`config.mk`:
```
export PLATFORM = sky130hd
export DESIGN_NAME = multicycle_control
export DESIGN_NICKNAME = d
export VERILOG_FILES = /design/src/rtl/multicycle_control.sv
export SDC_FILE = /design/constraint.sdc
export NUM_CORES = 1
export LEC_CHECK = 0
export ABC_AREA = 0
export CAP_MARGIN = 20
export CORE_MARGIN = 4
export CORE_UTILIZATION = 39
export CTS_CLUSTER_SIZE = 12
export DETAILED_ROUTE_END_ITERATION = 6
export PLACE_DENSITY = 0.83
export SLEW_MARGIN = 15
export SYNTH_ARGS = -nofsm -noshare
export SYNTH_HDL_FRONTEND = slang
export SYNTH_SLANG_ARGS = --single-unit
```
`constraint.sdc`:
```
create_clock -name clk -period 5.2 [get_ports clk]
set_input_delay 1.04 -clock clk [delete_from_list [all_inputs] [get_ports clk]]
set_output_delay 1.04 -clock clk [all_outputs]
set_load 0.05 [all_outputs]
```
`src/rtl/multicycle_control.sv`:
```
// Multicycle MIPS-subset control unit.
// Moore FSM that sequences the shared ALU, memory, register file and PC.
// Op and Funct come live from the instruction register. They are not latched here,
// because the datapath keeps them stable from DECODE until the next FETCH.
module multicycle_control #(
    parameter bit TRAP_ON_ILLEGAL = 1'b0
) (
    input  logic       clk,
    input  logic       reset,
    input  logic [5:0] Op,
    input  logic [5:0] Funct,
    input  logic       Zero,
    output logic       IorD,
    output logic       MemWrite,
    output logic       IRWrite,
    output logic       RegDst,
    output logic       MemtoReg,
    output logic       RegWrite,
    output logic       ALUSrcA,
    output logic [1:0] ALUSrcB,
    output logic [2:0] ALUControl,
    output logic [1:0] PCSrc,
    output logic       PCEn,
    output logic       InstrDone,
    output logic       Illegal,
    output logic [3:0] State
);

    typedef enum logic [3:0] {
        S_FETCH   = 4'd0,
        S_DECODE  = 4'd1,
        S_MEMADR  = 4'd2,
        S_MEMRD   = 4'd3,
        S_MEMWB   = 4'd4,
        S_MEMWR   = 4'd5,
        S_EXECUTE = 4'd6,
        S_ALUWB   = 4'd7,
        S_BRANCH  = 4'd8,
        S_ADDIEX  = 4'd9,
        S_ADDIWB  = 4'd10,
        S_JUMP    = 4'd11,
        S_HALT    = 4'd12
    } state_t;

    localparam logic [5:0] OP_RTYPE = 6'b000000;
    localparam logic [5:0] OP_LW    = 6'b100011;
    localparam logic [5:0] OP_SW    = 6'b101011;
    localparam logic [5:0] OP_BEQ   = 6'b000100;
    localparam logic [5:0] OP_ADDI  = 6'b001000;
    localparam logic [5:0] OP_J     = 6'b000010;

    state_t      state_r;
    logic        op_ok_s;
    logic        rtype_ok_s;
    logic [2:0]  rtype_alu_s;
    logic        illegal_s;

    logic        iord_s;
    logic        memwrite_s;
    logic        irwrite_s;
    logic        regdst_s;
    logic        memtoreg_s;
    logic        regwrite_s;
    logic        alusrca_s;
    logic [1:0]  alusrcb_s;
    logic [2:0]  alucontrol_s;
    logic [1:0]  pcsrc_s;
    logic        pcwrite_s;
    logic        branch_s;
    logic        instrdone_s;

    // Identify the opcodes this control unit knows how to sequence.
    always_comb begin
        case (Op)
            OP_RTYPE, OP_LW, OP_SW, OP_BEQ, OP_ADDI, OP_J: op_ok_s = 1'b1;
            default:                                       op_ok_s = 1'b0;
        endcase
    end

    // Map R-type Funct to an ALU operation and flag the unsupported codes.
    always_comb begin
        rtype_ok_s  = 1'b1;
        rtype_alu_s = 3'b010;
        case (Funct)
            6'b100000: rtype_alu_s = 3'b010;
            6'b100010: rtype_alu_s = 3'b110;
            6'b100100: rtype_alu_s = 3'b000;
            6'b100101: rtype_alu_s = 3'b001;
            6'b101010: rtype_alu_s = 3'b111;
            6'b100111: rtype_alu_s = 3'b100;
            default: begin
                rtype_ok_s  = 1'b0;
                rtype_alu_s = 3'b010;
            end
        endcase
    end

    assign illegal_s = ~op_ok_s | ((Op == OP_RTYPE) & ~rtype_ok_s);

    // State register with next-state selection; HALT is left only through reset.
    always_ff @(posedge clk) begin
        if (reset) begin
            state_r <= S_FETCH;
        end else begin
            case (state_r)
                S_FETCH:   state_r <= S_DECODE;
                S_DECODE: begin
                    if (illegal_s) begin
                        state_r <= TRAP_ON_ILLEGAL ? S_HALT : S_FETCH;
                    end else begin
                        case (Op)
                            OP_LW, OP_SW: state_r <= S_MEMADR;
                            OP_RTYPE:     state_r <= S_EXECUTE;
                            OP_BEQ:       state_r <= S_BRANCH;
                            OP_ADDI:      state_r <= S_ADDIEX;
                            OP_J:         state_r <= S_JUMP;
                            default:      state_r <= S_FETCH;
                        endcase
                    end
                end
                S_MEMADR:  state_r <= (Op == OP_SW) ? S_MEMWR : S_MEMRD;
                S_MEMRD:   state_r <= S_MEMWB;
                S_EXECUTE: state_r <= S_ALUWB;
                S_ADDIEX:  state_r <= S_ADDIWB;
                S_HALT:    state_r <= S_HALT;
                default:   state_r <= S_FETCH;
            endcase
        end
    end

    // Moore decode of datapath controls from the current state.
    always_comb begin
        iord_s       = 1'b0;
        memwrite_s   = 1'b0;
        irwrite_s    = 1'b0;
        regdst_s     = 1'b0;
        memtoreg_s   = 1'b0;
        regwrite_s   = 1'b0;
        alusrca_s    = 1'b0;
        alusrcb_s    = 2'b00;
        alucontrol_s = 3'b010;
        pcsrc_s      = 2'b00;
        pcwrite_s    = 1'b0;
        branch_s     = 1'b0;
        instrdone_s  = 1'b0;
        case (state_r)
            S_FETCH: begin
                irwrite_s = 1'b1;
                pcwrite_s = 1'b1;
                alusrcb_s = 2'b01;
            end
            S_DECODE: begin
                alusrcb_s = 2'b11;
            end
            S_MEMADR, S_ADDIEX: begin
                alusrca_s = 1'b1;
                alusrcb_s = 2'b10;
            end
            S_MEMRD: begin
                iord_s = 1'b1;
            end
            S_MEMWB: begin
                memtoreg_s  = 1'b1;
                regwrite_s  = 1'b1;
                instrdone_s = 1'b1;
            end
            S_MEMWR: begin
                iord_s      = 1'b1;
                memwrite_s  = 1'b1;
                instrdone_s = 1'b1;
            end
            S_EXECUTE: begin
                alusrca_s    = 1'b1;
                alucontrol_s = rtype_alu_s;
            end
            S_ALUWB: begin
                regdst_s    = 1'b1;
                regwrite_s  = 1'b1;
                instrdone_s = 1'b1;
            end
            S_BRANCH: begin
                alusrca_s    = 1'b1;
                alucontrol_s = 3'b110;
                pcsrc_s      = 2'b01;
                branch_s     = 1'b1;
                instrdone_s  = 1'b1;
            end
            S_ADDIWB: begin
                regwrite_s  = 1'b1;
                instrdone_s = 1'b1;
            end
            S_JUMP: begin
                pcsrc_s     = 2'b10;
                pcwrite_s   = 1'b1;
                instrdone_s = 1'b1;
            end
            default: begin
                alucontrol_s = 3'b010;
            end
        endcase
    end

    // Write enables are gated by reset so an interrupted store or writeback never commits.
    assign IorD       = iord_s;
    assign MemWrite   = memwrite_s & ~reset;
    assign IRWrite    = irwrite_s & ~reset;
    assign RegDst     = regdst_s;
    assign MemtoReg   = memtoreg_s;
    assign RegWrite   = regwrite_s & ~reset;
    assign ALUSrcA    = alusrca_s;
    assign ALUSrcB    = alusrcb_s;
    assign ALUControl = alucontrol_s;
    assign PCSrc      = pcsrc_s;
    assign PCEn       = (pcwrite_s | (branch_s & Zero)) & ~reset;
    assign InstrDone  = instrdone_s;
    assign Illegal    = (state_r == S_DECODE) & illegal_s;
    assign State      = state_r;

endmodule

```
======== Word-level counts from Yosys, hierarchy flattened ========
Cells that the tools add are included.
storage, ports and cells
  bits in registers ....................... 4
cells by class
  equal/unequal tests ..................... 23
  muxes and demuxes ....................... 20
  bitwise gates (word level) .............. 12
  reductions and logical operators ........ 11
operator list
  operator                                              count
  equality test 6 bit (second input constant)           8
  case mux 4 bit (7 select lines)                       1
  equality test 4 bit (second input constant)           5
  case mux 4 bit (5 select lines)                       1
  OR reduction 6 bit                                    3
  equality test 4 x 3 -> 1 bit (second input constant)  4
  case mux 3 bit (5 select lines)                       1
  2-to-1 mux 1 bit                                      12
  equality test 4 x 2 -> 1 bit (second input constant)  2
  OR reduction 2 bit                                    4
  bitwise AND 1 bit                                     7
  equality test 6 x 2 -> 1 bit (second input constant)  1
  equality test 6 x 3 -> 1 bit (second input constant)  1
  equality test 6 x 4 -> 1 bit (second input constant)  1
  zero test 6 bit                                       1
  case mux 2 bit (3 select lines)                       1
  case mux 3 bit (2 select lines)                       1
  equality test 4 x 1 -> 1 bit (second input constant)  1
  zero test 4 bit                                       1
  2-to-1 mux 4 bit                                      1
  case mux 2 bit (2 select lines)                       1
  OR reduction 4 bit                                    1
  2-to-1 mux 3 bit                                      1
  inverter 1 bit                                        3
  other kinds (2)                                       3

======== Logic depth before layout (Yosys ltp) ========
Gate-level depths: netlist (run 1).
  word-level depth ........................ 8
  mapped depth ............................ 5
  gate-level depth less buffers ........... 4

======== Worst setup path before layout (run 1) ========
Ideal clock, no wire load.
  path type ............................... input -> output
  start point ............................. in reset
  end point ............................... out PCEn
  data arrival time ....................... 3.547 ns
  path slack .............................. 0.613 ns
  stages on the path ...................... 3
  buffers on the path ..................... 1
  cell sequence ........................... buf_1 -> nor4b_1 -> o21bai_1
between the ends
  cells in the longest elaborated chain, start to end .. 2
RTL lines
  what               line  text
  start, declared    9     input logic reset,
  inverter 1 bit     214   assign PCEn = (pcwrite_s | (branch_s & Zero)) & ~reset;
  bitwise AND 1 bit  214
  end, declared      23    output logic PCEn,
No other way between the ends.

======== Final worst setup path (run 1) ========
  start point ............................. in Op[2]
  end point ............................... out Illegal
between the ends
  cells in the longest elaborated chain, start to end .. 6
  elaborated cells between the ends (all ways) .. 12
RTL lines
  what                                         line  text
  start, declared                              10    input logic [5:0] Op,
  equality test 6 bit (tied with other cells)  74    case (Op)
  OR reduction 6 bit                           74
  2-to-1 mux 1 bit                             74
  inverter 1 bit                               98    assign illegal_s = ~op_ok_s | ((Op == OP_RTYPE) & ~rtype_ok_s);
  bitwise OR 1 bit *                           98
  bitwise AND 1 bit *                          216   assign Illegal = (state_r == S_DECODE) & illegal_s;
  end, declared                                25    output logic Illegal,
Mark *: on every way between the ends. The rest lies on a longest branch, timed or not.

==> run_summary.xml, run 1 <==
<?xml version="1.0" encoding="UTF-8"?>
<metrics>
  <group name="outcome">
    <metric name="run_status" unit="">finished, final reports clean</metric>
  </group>
  <group name="sta">
    <metric name="layout_min_cycle_time" unit="ns">4.547</metric>
    <metric name="fin_crit_sh" unit="%">87.45</metric>
    <metric name="grt_setup_unrepaired" unit="">no</metric>
    <metric name="max_slew_margin" unit="%">65.08</metric>
    <metric name="final-setup-viol-count" unit="">0</metric>
    <metric name="timing.setup.tns" unit="ns">0</metric>
    <metric name="worst_hold_slack" unit="ns">0.6758</metric>
    <metric name="finalMaxSlewViolations" unit="">0</metric>
    <metric name="final_count_of_hold_timing_violations" unit="">0</metric>
    <metric name="max_clock_freq" unit="MHz">219.9</metric>
    <metric name="tightestPinTransition" unit="ns">0.5231</metric>
    <metric name="setup_ws" unit="ns">0.6526</metric>
    <metric name="clk_skew" unit="ns">0.005872</metric>
  </group>
  <group name="global_routing">
    <metric name="grt_start_max_net_pins" unit="">17</metric>
    <metric name="grt_pass1_wl" unit="um">3056</metric>
    <metric name="globalRouteTotalUtil" unit="%">19.01</metric>
    <metric name="first_global_vias" unit="">694</metric>
    <metric name="grt_antenna_before_repair" unit="">0</metric>
    <metric name="grt_overflow" unit="">0</metric>
  </group>
  <group name="clock_tree">
    <metric name="tritoncts.num_buffers" unit="">3</metric>
    <metric name="tritoncts" unit="">built</metric>
    <metric name="clock_latency" unit="ns">0.24</metric>
    <metric name="clk_root_buffer_cell" unit="">clkbuf_4</metric>
    <metric name="number_of_buffers_between_clock_root_and_the_deepest_sink" unit="">2</metric>
    <metric name="tritoncts_num_sinks" unit="">4</metric>
    <metric name="cts.hold.buffers_added" unit="">0</metric>
    <metric name="post-cts-setup-buffer-count" unit="">0</metric>
    <metric name="clkTransAtPathRegs" unit="ns">0.03</metric>
    <metric name="cts-htree-levels" unit="">1</metric>
    <metric name="cts.repair.resized" unit="">0</metric>
  </group>
  <group name="routing">
    <metric name="routed-wl-met2" unit="um">886</metric>
    <metric name="antenna_left" unit="">0</metric>
    <metric name="vias_per_cell" unit="">5.797</metric>
    <metric name="drc_errors" unit="">0</metric>
    <metric name="totalWireLength" unit="um">1863</metric>
    <metric name="detailedRoute.firstIterationViolations" unit="">23</metric>
    <metric name="detailroute.wirelength.met3" unit="um">153</metric>
    <metric name="dr.max_layer_used" unit="">met4</metric>
    <metric name="routed_wire_length_per_instance" unit="um">14.01</metric>
    <metric name="route.vias.total" unit="">771</metric>
    <metric name="wl_met1" unit="um">812</metric>
    <metric name="pre_antenna_drt_iters" unit="">4</metric>
  </group>
  <group name="synth">
    <metric name="yosys-mux-area-fraction" unit="%">1.856</metric>
    <metric name="synth-main-ff-cell" unit="">dfxtp_1</metric>
    <metric name="synthesis.area" unit="um2">606.8</metric>
    <metric name="syn-num-nets" unit="">101</metric>
    <metric name="share_of_the_synthesized_area_in_compound_gates_ao_oa_aoi_oai" unit="%">26.39</metric>
    <metric name="post_synth_inst_count" unit="">86</metric>
    <metric name="yosysSeqAreaShare" unit="%">13.20</metric>
    <metric name="async_flop_share" unit="%">0</metric>
    <metric name="post_synth_and_or_nand_nor_area_fraction" unit="%">44.33</metric>
    <metric name="fraction_of_synthesized_cell_area_in_xor_and_xnor_cells" unit="%">7.216</metric>
    <metric name="syn-mean-instance-area" unit="um2">7.056</metric>
    <metric name="synth_enable_flop_cells" unit="">0</metric>
    <metric name="dominant_combinational_cell_family_by_area_after_synthesis" unit="">simple AND/OR/NAND/NOR gates</metric>
    <metric name="synth_adder_area_share" unit="%">1.649</metric>
    <metric name="yosysWarningCount" unit="">0</metric>
    <metric name="post_synth_num_cell_types" unit="">37</metric>
    <metric name="yosys_register_bits" unit="">4</metric>
  </group>
  <group name="power_and_ir_drop">
    <metric name="static-leakage-power" unit="nW">0.3115</metric>
    <metric name="power_density" unit="mW/mm2">139.7</metric>
    <metric name="vdd_drop_max" unit="V">0.0001701</metric>
  </group>
  <group name="placement">
    <metric name="dpl.hpwl" unit="um">1436</metric>
    <metric name="port-buffer-count" unit="">35</metric>
    <metric name="place.detailed.instances" unit="">130</metric>
    <metric name="placement.setup.worst_slack" unit="ns">0.6669</metric>
    <metric name="routabilityCongestion" unit="">0.7966</metric>
  </group>
  <group name="floorplanning">
    <metric name="chip_width" unit="um">47.45</metric>
    <metric name="pin_count" unit="">36</metric>
    <metric name="floorplan.initialDensity" unit="%">43.89</metric>
    <metric name="design.die.area" unit="mm2">0.002251</metric>
    <metric name="core" unit="mm2">0.001383</metric>
    <metric name="num_rows" unit="">13</metric>
    <metric name="die-height" unit="um">47.45</metric>
  </group>
  <group name="layout">
    <metric name="post-route-util" unit="%">70.41</metric>
    <metric name="largest_reg_flops" unit="">4</metric>
    <metric name="area.growth.synth_to_final" unit="%">60.41</metric>
    <metric name="antennaDiodeCount" unit="">0</metric>
    <metric name="final-instance-count-excl-fill" unit="">133</metric>
    <metric name="drive_gt1_share" unit="%">5.932</metric>
    <metric name="fin_nets" unit="">135</metric>
  </group>
  <group name="setup_path">
    <metric name="timing.critical_path.required" unit="ns">4.16</metric>
    <metric name="timing.critical_path.buf_inv" unit="">2</metric>
    <metric name="slowest_stage_delay_on_critical_path" unit="ns">0.80</metric>
    <metric name="cpLargestDelayFamily" unit="">buffers and inverters</metric>
    <metric name="timing.critical_path.mode_cell" unit="">clkdlybuf4s50_1</metric>
    <metric name="crit_slowest_cell" unit="">clkdlybuf4s50_1</metric>
    <metric name="endpoint_kind" unit="">primary output</metric>
    <metric name="startpoint_type" unit="">input port</metric>
    <metric name="critical_path_peak_fanout" unit="">7</metric>
    <metric name="timing.critical_path.cells" unit="">clkdlybuf4s50_1, or4_1, nor3_1, nor2b_1, o311a_1, clkdlybuf4s50_1</metric>
    <metric name="setup.worst_path.class" unit="">input port to primary output</metric>
    <metric name="critical_path_arrival" unit="ns">3.51</metric>
  </group>
  <group name="min_path">
    <metric name="min-delay-path-class" unit="">register to register</metric>
  </group>
  <group name="flow_run">
    <metric name="maxcap_violations" unit="">0</metric>
  </group>
</metrics>
-- cell type report --
cell class              count  area [um2]
clock buffers               3       22.52
fillers                   129       409.1
well taps                  15       18.77
multi-input cells          74       494.2
repair buffers             35       350.3
inverters                   2       7.507
flip-flops and latches      4       80.08
-- placed cells by master, fill, tap and decap left out, types with 2 or more instances in the layout --
cell type        instances
clkdlybuf4s50_1         35
nor3_1                  10
nor2_1                   9
nand2b_1                 8
dfxtp_1                  4
a21oi_1                  4
nor2b_1                  3
o21ai_0                  3
o22ai_1                  3
xor2_1                   3
clkbuf_4                 3
nand2_1                  2
nor3b_1                  2
nand3b_1                 2
nand4b_1                 2
xnor2_1                  2
or4_1                    2
inv_1                    2
a31oi_1                  2
-- worst reg2reg max path: stages (launching register included) --
cell,delay (ns)
dfxtp_1,0.64
inv_1,0.17
or4_1,0.49
a31oi_1,0.16
-- through the flow --
stage	instance area, um2	power [W]
5_1_grt	973.4	0.0001446
4_1_cts	973.4	0.0001373
3_3_place_gp	950.9	0.00009518
3_5_place_dp	950.9	0.00009596
6_report	973.4	0.0001360
2_1_floorplan	606.8	0.00007048
-- worst paths after layout --
kind                            startpoint  endpoint  slack (ns)  depth (start not counted)
worst min-delay path              State[3]  State[3]        0.68                          2
worst max-delay path                 Op[2]   Illegal        0.65                          6
worst max register to register    State[1]  State[2]        3.67                          3
worst min register to register    State[3]  State[3]        0.68                          2
-- logic make-up after synthesis --
family	Yosys count
xor gates and xnor gates	5
muxes	1
and+or+nand+nor	46
buffers and inverters	8
adders and majority gates	1
DFF	4
AOI/OAI and AO/OA	21
-- synthesized netlist by cell type (all sizes together), types with 2 or more instances --
master,instances,area share [%]
nor2,9,5.6
nand2,2,1.2
nand2b,8,8.2
clkbuf,3,1.9
nor3,10,8.2
o21ai,3,2.5
nand3b,2,2.5
o22ai,3,3.1
xor2,3,4.3
nand4b,2,2.9
buf,3,2.3
dfxtp,4,13
xnor2,2,2.9
nor2b,3,3.1
or4,2,2.5
a31oi,2,2.1
a21oi,4,3.3
inv,2,1.2
nor3b,2,2.5
-- metal layers --
| layer | vias up | GRT usage, % |
|---|---|---|
| li1 | 390 | - |
| met1 | 341 | 26.06 |
| met2 | 38 | 28.88 |
| met3 | 2 | 3.759 |
| met4 | 0 | 7.735 |
| met5 | - | 0 |
-- power by group --
group | leakage [nW] | internal, W | total (W) | switching, W
combinational | 0.265 | 0.0000269 | 0.0000605 | 0.0000336
sequential | 0.0326 | 0.0000318 | 0.0000355 | 0.00000372
clock | 0.0138 | 0.0000259 | 0.0000400 | 0.0000141
total | 0.311 | 0.0000846 | 0.000136 | 0.0000514
No activity file was read; power rests on OpenSTA's default activity.
==> inputs of run 2 (changes only) <==
--- a/config.mk
+++ b/config.mk
@@ -8,10 +8,10 @@
 export ABC_AREA = 0
 export CAP_MARGIN = 20
 export CORE_MARGIN = 4
-export CORE_UTILIZATION = 39
+export CORE_UTILIZATION = 37
 export CTS_CLUSTER_SIZE = 12
 export DETAILED_ROUTE_END_ITERATION = 6
-export PLACE_DENSITY = 0.83
+export PLACE_DENSITY = 0.79
 export SLEW_MARGIN = 15
 export SYNTH_ARGS = -nofsm -noshare
 export SYNTH_HDL_FRONTEND = slang
==> constraint.sdc (replaced) <==
create_clock -name clk -period 4.3 [get_ports clk]
set_input_delay 0.86 -clock clk [delete_from_list [all_inputs] [get_ports clk]]
set_output_delay 0.86 -clock clk [all_outputs]
set_load 0.05 [all_outputs]
==> run 2 against run 1 <==
  * Wire length is 6.9% lower
  * Count of clock-buffer cells in the layout stayed put
  * Die area is 4.5% higher
  * Cell area is 0.13% lower
  * Critical path type unchanged
  * Critical endpoint is now PCEn
==> run_summary.xml, run 2 (synthesized netlist as in run 1, its figures left out) <==
<?xml version="1.0" encoding="UTF-8"?>
<metrics>
  <group name="layout">
    <metric name="antennaDiodeCount" unit="">0</metric>
    <metric name="final_common_cell" unit="">clkdlybuf4s50_1</metric>
    <metric name="fin_nets" unit="">135</metric>
    <metric name="most_frequent_cells_in_the_layout" unit="">clkdlybuf4s50_1 (34), nor3_1 (10), nor2_1 (9), nand2b_1 (8)</metric>
    <metric name="drive_gt1_share" unit="%">6.780</metric>
    <metric name="largest_reg_flops" unit="">4</metric>
    <metric name="fillers" unit="">138</metric>
    <metric name="area.growth.synth_to_final" unit="%">60.21</metric>
  </group>
  <group name="min_path">
    <metric name="min-delay-path-class" unit="">register to register</metric>
    <metric name="holdPathEnd" unit="">State[3]</metric>
    <metric name="timing.hold.worst_path_depth" unit="">2</metric>
    <metric name="worstHoldStart" unit="">State[3]</metric>
  </group>
  <group name="routing">
    <metric name="detailedRoute.firstIterationViolations" unit="">13</metric>
    <metric name="pre_antenna_drt_iters" unit="">4</metric>
    <metric name="vias_per_cell" unit="">5.776</metric>
    <metric name="route.vias.total" unit="">774</metric>
    <metric name="totalWireLength" unit="um">1734</metric>
    <metric name="routed_wire_length_per_instance" unit="um">12.94</metric>
    <metric name="drc_errors" unit="">0</metric>
    <metric name="antenna_left" unit="">0</metric>
  </group>
  <group name="setup_path">
    <metric name="startpoint_type" unit="">input port</metric>
    <metric name="critical_path_peak_fanout" unit="">9</metric>
    <metric name="worst_r2r_endpoint" unit="">State[2]</metric>
    <metric name="worst_r2r_path_depth" unit="">3</metric>
    <metric name="rr_startpoint" unit="">State[1]</metric>
    <metric name="critical_path_arrival" unit="ns">2.85</metric>
    <metric name="timing.critical_path.required" unit="ns">3.44</metric>
    <metric name="setup.worst_path.class" unit="">input port to primary output</metric>
    <metric name="reg2reg_slack" unit="ns">2.76</metric>
    <metric name="endpoint_kind" unit="">primary output</metric>
  </group>
  <group name="floorplanning">
    <metric name="chip_width" unit="um">48.50</metric>
    <metric name="pin_count" unit="">36</metric>
    <metric name="design.die.area" unit="mm2">0.002352</metric>
    <metric name="core" unit="mm2">0.001524</metric>
    <metric name="die-height" unit="um">48.50</metric>
    <metric name="floorplan.initialDensity" unit="%">39.82</metric>
    <metric name="num_rows" unit="">14</metric>
  </group>
  <group name="placement">
    <metric name="dpl.hpwl" unit="um">1343</metric>
    <metric name="port-buffer-count" unit="">35</metric>
    <metric name="routabilityCongestion" unit="">0.8067</metric>
  </group>
  <group name="clock_tree">
    <metric name="clk_root_buffer_cell" unit="">clkbuf_4</metric>
    <metric name="cts.hold.buffers_added" unit="">0</metric>
    <metric name="cts-htree-levels" unit="">1</metric>
    <metric name="number_of_buffers_between_clock_root_and_the_deepest_sink" unit="">2</metric>
    <metric name="cts.repair.resized" unit="">0</metric>
    <metric name="clkTransAtPathRegs" unit="ns">0.04</metric>
    <metric name="post-cts-setup-buffer-count" unit="">0</metric>
    <metric name="tritoncts" unit="">built</metric>
    <metric name="tritoncts.num_buffers" unit="">3</metric>
    <metric name="tritoncts_num_sinks" unit="">4</metric>
    <metric name="clock_latency" unit="ns">0.23</metric>
  </group>
  <group name="global_routing">
    <metric name="grt_overflow" unit="">0</metric>
    <metric name="grt_antenna_before_repair" unit="">0</metric>
    <metric name="first_global_vias" unit="">669</metric>
    <metric name="grt_pass1_wl" unit="um">2856</metric>
    <metric name="grt_start_max_net_pins" unit="">17</metric>
    <metric name="globalRouteTotalUtil" unit="%">14.42</metric>
  </group>
  <group name="flow_run">
    <metric name="maxcap_violations" unit="">0</metric>
  </group>
  <group name="sta">
    <metric name="max_slew_margin" unit="%">65.18</metric>
    <metric name="fin_crit_sh" unit="%">86.38</metric>
    <metric name="grt_setup_unrepaired" unit="">no</metric>
    <metric name="final-setup-viol-count" unit="">0</metric>
    <metric name="layout_min_cycle_time" unit="ns">3.715</metric>
    <metric name="clk_skew" unit="ns">0.001019</metric>
    <metric name="max_clock_freq" unit="MHz">269.2</metric>
    <metric name="timing.setup.tns" unit="ns">0</metric>
    <metric name="finalMaxSlewViolations" unit="">0</metric>
    <metric name="final_count_of_hold_timing_violations" unit="">0</metric>
    <metric name="tightestPinTransition" unit="ns">0.5216</metric>
  </group>
  <group name="power_and_ir_drop">
    <metric name="power_density" unit="mW/mm2">165.9</metric>
    <metric name="vdd_drop_max" unit="V">0.0001339</metric>
    <metric name="static-leakage-power" unit="nW">0.3128</metric>
    <metric name="totalPowerFinal" unit="W">0.0001613</metric>
  </group>
  <group name="outcome">
    <metric name="run_status" unit="">finished, final reports clean</metric>
  </group>
</metrics>
[run 2: worst max-delay path by stage]
stage | start | to | slack (ns) | cells after the start
floorplan | reset | PCEn | 0.07 | 3
global placement | reset | PCEn | 0.64 | 4
detailed placement | reset | PCEn | 0.61 | 4
CTS | reset | PCEn | 0.60 | 4
global route | reset | PCEn | 0.42 | 4
finish | reset | PCEn | 0.59 | 4
[run 2: final cells by class]
| cell class | instances | area (um2) | share of cell area (%) |
|---|---|---|---|
| inverter | 2 | 7.507 | 0.7722 |
| tap | 16 | 20.02 | 2.059 |
| sequential | 4 | 80.08 | 8.237 |
| timing repair buffer | 35 | 347.8 | 35.78 |
| clock buffer | 3 | 22.52 | 2.317 |
| multi-input combinational | 74 | 494.2 | 50.84 |
[run 2: critical path: stages]
cell and delay (ns):
clkdlybuf4s50_1 0.60, nor4b_1 0.40, o21bai_1 0.17, clkdlybuf4s50_1 0.82
[run 2: metrics by stage]
stage	instances	hold slack, ns	util [%]	setup slack [ns]	cell area (um2)
final	134	0.6487	63.79	0.5855	972.2
after global routing	134	0.6808	63.79	0.4189	972.2
after CTS	134	0.6494	63.79	0.6027	972.2
after detailed placement	131	0.6459	62.32	0.6074	949.7
after global placement	131	0.6476	62.32	0.6394	949.7
after floorplan	86	0.8155	-	0.07338	606.8
[run 2: metal layers]
layer	routed length (um)	global-route usage, %	part of all wire (%)	up-vias
li1	-	-	-	393
met1	791	18.99	46	352
met2	825	23.70	48	29
met3	117	2.761	6.7	0
met4	0	4.036	0	0
met5	0	0	0	-
[run 2: where the power goes]
group	internal (W)	switching, W
registers	0.0000384	0.00000439
logic	0.0000322	0.0000398
clock network	0.0000312	0.0000153
total	0.000102	0.0000595
